--- config.mk ---
export PLATFORM = sky130hd
export DESIGN_NAME = mac_seq
export DESIGN_NICKNAME = d
export VERILOG_FILES = /design/src/rtl/mac_seq.sv
export SDC_FILE = /design/constraint.sdc
export NUM_CORES = 1
export LEC_CHECK = 0
export ABC_AREA = 1
export CAP_MARGIN = 20
export CORE_AREA = 2 2 77 42
export DETAILED_ROUTE_END_ITERATION = 8
export DIE_AREA = 0 0 79 44
export PLACE_DENSITY_LB_ADDON = 0.2
export SYNTH_ARGS = -nofsm -noshare
export SYNTH_HDL_FRONTEND = slang
export SYNTH_SLANG_ARGS = --single-unit
--- constraint.sdc ---
create_clock -name sys_clock -period 1.25 [get_ports sys_clock]
set_input_delay 0.25 -clock sys_clock [delete_from_list [all_inputs] [get_ports sys_clock]]
set_output_delay 0.25 -clock sys_clock [all_outputs]
set_load 0.01 [all_outputs]
--- src/rtl/mac_seq.sv ---
// mac_seq: dot-product sequencer that drives one external MAC (a/b/sclr/load) and returns the result.
// Optional MAC_SEQ_OVF_EN keeps a full-width shadow sum so out_ovf can flag modulo wrap-around.
module mac_seq #(
    parameter int WIDTH = 4,
    parameter int LEN   = 4
) (
    input  logic             sys_clock,
    input  logic             sys_reset,
    input  logic             start,
    input  logic             in_valid,
    output logic             in_ready,
    input  logic [WIDTH-1:0] in_a,
    input  logic [WIDTH-1:0] in_b,
    output logic [WIDTH-1:0] mac_a,
    output logic [WIDTH-1:0] mac_b,
    output logic             mac_sclr,
    output logic             mac_load,
    input  logic [WIDTH-1:0] mac_result,
    output logic             out_valid,
    input  logic             out_ready,
    output logic [WIDTH-1:0] out_data,
    output logic             out_ovf,
    output logic             busy
);

    localparam int            CW   = $clog2(LEN + 1);
    localparam logic [CW-1:0] LAST = CW'(LEN - 1);

    typedef enum logic [2:0] {IDLE, CLEAR, FEED, DRAIN, CAPT, DONE} state_t;

    state_t        state;
    logic [CW-1:0] count;
    logic          in_fire;

    assign in_fire = in_valid && in_ready;

    // NOTE: every register here uses non-blocking assignment so all state updates at one edge see the
    // pre-edge values, which is what keeps mac_a/mac_b/mac_load exactly one cycle behind the handshake.
    always_ff @(posedge sys_clock or posedge sys_reset) begin
        if (sys_reset) begin
            state     <= IDLE;
            count     <= '0;
            in_ready  <= 1'b0;
            mac_a     <= '0;
            mac_b     <= '0;
            mac_sclr  <= 1'b0;
            mac_load  <= 1'b0;
            out_valid <= 1'b0;
            out_data  <= '0;
            busy      <= 1'b0;
        end else begin
            case (state)
                IDLE: begin
                    if (start) begin
                        state    <= CLEAR;
                        mac_sclr <= 1'b1;
                        busy     <= 1'b1;
                    end
                end
                CLEAR: begin
                    state    <= FEED;
                    mac_sclr <= 1'b0;
                    in_ready <= 1'b1;
                end
                FEED: begin
                    // Bubbles drop mac_load so the MAC holds; mac_a/mac_b keep the last pair.
                    mac_load <= in_fire;
                    if (in_fire) begin
                        mac_a <= in_a;
                        mac_b <= in_b;
                        if (count == LAST) begin
                            count    <= '0;
                            in_ready <= 1'b0;
                            state    <= DRAIN;
                        end else begin
                            count <= count + CW'(1);
                        end
                    end
                end
                DRAIN: begin
                    mac_load <= 1'b0;
                    state    <= CAPT;
                end
                CAPT: begin
                    out_data  <= mac_result;
                    out_valid <= 1'b1;
                    state     <= DONE;
                end
                DONE: begin
                    if (out_ready) begin
                        out_valid <= 1'b0;
                        busy      <= 1'b0;
                        state     <= IDLE;
                    end
                end
                default: begin
                    state     <= IDLE;
                    count     <= '0;
                    in_ready  <= 1'b0;
                    mac_sclr  <= 1'b0;
                    mac_load  <= 1'b0;
                    out_valid <= 1'b0;
                    busy      <= 1'b0;
                end
            endcase
        end
    end

`ifdef MAC_SEQ_OVF_EN
    localparam int SW = 2*WIDTH + $clog2(LEN);

    logic [SW-1:0] shadow;

    // Shadow sum tracks the untruncated dot product; any bit above WIDTH means the MAC wrapped.
    always_ff @(posedge sys_clock or posedge sys_reset) begin
        if (sys_reset) begin
            shadow  <= '0;
            out_ovf <= 1'b0;
        end else begin
            case (state)
                CLEAR:   shadow <= '0;
                FEED:    if (in_fire) shadow <= shadow + SW'(in_a) * SW'(in_b);
                CAPT:    out_ovf <= |shadow[SW-1:WIDTH];
                DONE:    if (out_ready) out_ovf <= 1'b0;
                default: ;
            endcase
        end
    end
`else
    assign out_ovf = 1'b0;
`endif

endmodule

==> results.sh <==
export IMPL_ff2ff_setup_slack_ns=0.07
export IMPL_cp_endpoint="in_ready"
export IMPL_port_buffers=33
export IMPL_clk_latency_ns=0.28
export IMPL_dp_cells=203
export IMPL_fmax_mhz=826.8
export IMPL_synth_fa_ha_area_share_pct=1.151
export IMPL_avgRoutedWirePerCell_um=11.18
export IMPL_grt_pass1_vias=871
export IMPL_setup_viol=0
export IMPL_totalWireLength_um=2325
export IMPL_drt_pass1_iterations=4
export IMPL_yosysWarnings=0
export IMPL_routed_via_density=4.505
export IMPL_status="completed"
export IMPL_crit_fanout=3
export IMPL_drive_gt1_share_pct=22.02
export IMPL_critical_path_cell_count=1
export IMPL_crit_path_end_kind="output port"
export IMPL_overflow=0
export IMPL_critPathKind="reg2out"
export IMPL_grtUsageTotal_pct=14.92
export IMPL_vias=937
export IMPL_clockPowerShare_pct=14.2
export IMPL_die_x_um=79
export IMPL_synthToLayoutAreaGrowth_pct=45.11
export IMPL_critPathSlowestCell="dfrtp_1"
export IMPL_synth_area_mm2=0.001087
export IMPL_grt_max_degree=24
export IMPL_start_util_pct=38.32
export IMPL_seq_area_um2=578.1
export IMPL_yosysTopAreaCellShare_pct=52.93
export IMPL_ys_seq_elements=23
export IMPL_netSwitchingPower_mw=1.402
export IMPL_finClkSkew_ns=0.003710
export IMPL_path_delay_family="flip-flops"
export IMPL_num_rows=14
export IMPL_gp_congestion=0.8745
export IMPL_cts_hold_buf=0
export IMPL_clk_pin_slew_ns=0.09
export IMPL_drt_iter0_markers=28
export IMPL_antenna_found_initial=0
export IMPL_clockRootBuffer="clkbuf_8"
export IMPL_ys_types=23
export IMPL_syn_avg_cell_area_um2=8.840
export IMPL_finalMaxSlewViolations=0
export IMPL_startpoint_type="flip-flop"
export IMPL_dieArea_mm2=0.003476
export IMPL_vdd_drop_max_uv=980.2
export IMPL_whs_ns=0.2972
export IMPL_max_stage_delay_ns=0.40
export IMPL_grt_pass1_wl_um=3850
export IMPL_hold_viol=0
export IMPL_synthXorXnorAreaFrac_pct=0
export IMPL_switching_share_pct=40.40
export IMPL_cp_startpoint="in_ready"
export IMPL_period_minus_slack_ns=1.210
export IMPL_hold_path_class="in2async"
export IMPL_synth_area_top_cells="dfrtp_1 (53%), nand2_1 (16%), nand3_1 (7.8%), nor2_4 (3.1%), nand3_2 (2.8%)"
export IMPL_n_antenna_cell=0
export IMPL_dp_hpwl_um=1761
export IMPL_multi_input_area_um2=449.2
export IMPL_r2r_end="count[1]"
export IMPL_synth_nets=141
export IMPL_core_area_mm2=0.002838
export IMPL_reg2reg_depth=6
export IMPL_crit_chain="dlygate4sd2_1"
export IMPL_leakage_nw=0.8248
export IMPL_p_int_mw=2.068
export IMPL_cp_arrival_ns=0.96
export IMPL_yosysTopAreaCell="dfrtp_1"
export IMPL_worstPathRequired_ns=1.00
export IMPL_h_tree_depth=1
export IMPL_cts_buffer_depth=2
export IMPL_synthCells=123
export IMPL_ant_nets=0
export IMPL_period_share_pct=96.76
export IMPL_maxCapViolCount=0
export IMPL_drc=0
export IMPL_yosysSeqAreaShare_pct=52.93
export IMPL_finalNetCount=187
export IMPL_yosys_area_share_simple_pct=34.41
export IMPL_cts_sinks=23
export IMPL_combPwrFrac_pct=49.7
export IMPL_io_pins=35
export IMPL_synth_compound_area_share_pct=4.488
export IMPL_seq_power_share_pct=36.1
export IMPL_cts_buffers=3
export IMPL_setup_tns_ns=0
export IMPL_p_per_area_mw_per_mm2=2199
export IMPL_synth_top_family_by_area="simple AND/OR/NAND/NOR gates"
export IMPL_cts_tree="built"
export IMPL_die_h_um=44
export IMPL_critPathBufInv=1
export IMPL_reg2reg_from="state[2]"
export IMPL_n_fill_cell=264
export IMPL_synthMuxAreaShare_pct=0
export IMPL_fin_cells=208
## registers in the layout, summed over array words and instances (netlist names)
register,count
out_valid,1
state,3
mac_b,4
mac_load,1
busy,1
mac_a,4
out_data,4
mac_sclr,1
count,3
in_ready,1
## power groups by stage
stage	clock network [mW]	registers (mW)	logic (mW)
after global routing	0.527	1.31	1.94
after global placement	0	1.26	1.84
after detailed placement	0	1.28	1.86
final	0.492	1.25	1.72
after floorplan	0	1.36	0.940
after CTS	0.504	1.25	1.69
## what timing repair did
action / CTS / global route
endpoints found under the setup margin: 17 / 12
resized for setup: 17 / 6
pin swaps: 0 / 1
setup buffers: 0 / 1
## tightest hold or removal path, cell delays in order
cell,delay [ns]
clkdlybuf4s50_1,0.40
inv_1,0.10
buf_12,0.18
## per-layer routing
| layer | routed length, µm | share of wire [%] | global-route usage (%) |
|---|---|---|---|
| met5 | 0 | 0 | 0 |
| met4 | 34 | 1.5 | 5.172 |
| met3 | 149 | 6.4 | 5.208 |
| met2 | 907 | 39 | 21.36 |
| met1 | 1233 | 53 | 21.19 |
## logic make-up (layout without fill, tap and decap cells)
logic type	count (synthesis)	in the layout
AOI/OAI and AO/OA	7	7
adders and majority gates	1	1
DFF	23	23
buffers and inverters	13	58
and+or+nand+nor	78	78
other	1	1
## area by class of cell
cell class                      count  area share [%]
Multi-Input combinational cell     87           28.47
Inverter                            9           2.458
Timing Repair Buffer               45           26.33
Tap cell                           40           3.172
Sequential cell                    23           36.64
Clock inverter                      1          0.3172
Clock buffer                        3           2.617
## worst min path at each step
stage	start	end	slack, ns	depth (start not counted)
floorplan	sys_reset	busy	0.25	1
global placement	out_data[3]	out_data[3]	0.45	2
detailed placement	out_data[0]	out_data[0]	0.46	2
CTS	sys_reset	out_data[0]	0.31	3
global route	sys_reset	out_data[3]	0.32	3
finish	sys_reset	out_data[3]	0.30	3
## stage by stage
stage               area [µm²]  power [mW]  worst slack (ns)  util (%)
floorplan                 1087       2.297           0.09793         -
global placement          1529       3.104          -0.08253     53.88
detailed placement        1529       3.142           -0.1010     53.88
CTS                       1554       3.450           0.03251     54.76
global route              1578       3.769         -0.009915     55.60
finish                    1578       3.470           0.04045     55.60
## cells in the mapped netlist
cell	instances
o21ai_2	2
o21ai_0	2
nor3_1	1
buf_6	1
nand2_4	1
nor2_4	3
inv_1	5
clkinv_1	1
a21oi_1	1
dfrtp_1	23
ha_1	1
o211ai_1	1
inv_2	2
nand3_2	3
nor2_1	4
nand2_1	45
conb_1	1
buf_4	3
nor2_2	2
nand3_1	17
nand2_2	2
inv_6	1
a21oi_2	1
## layout by cell type, fill, tap and decap left out, drive strengths merged, types with 2 or more instances in the layout
cell / n
buf: 12
dlygate4sd2: 17
nor2: 9
dfrtp: 23
inv: 8
clkinv: 2
nand3: 20
nand2: 48
o21ai: 4
clkbuf: 3
clkdlybuf4s50: 16
a21oi: 2
Note: power is estimated with default switching activity, not from simulation.
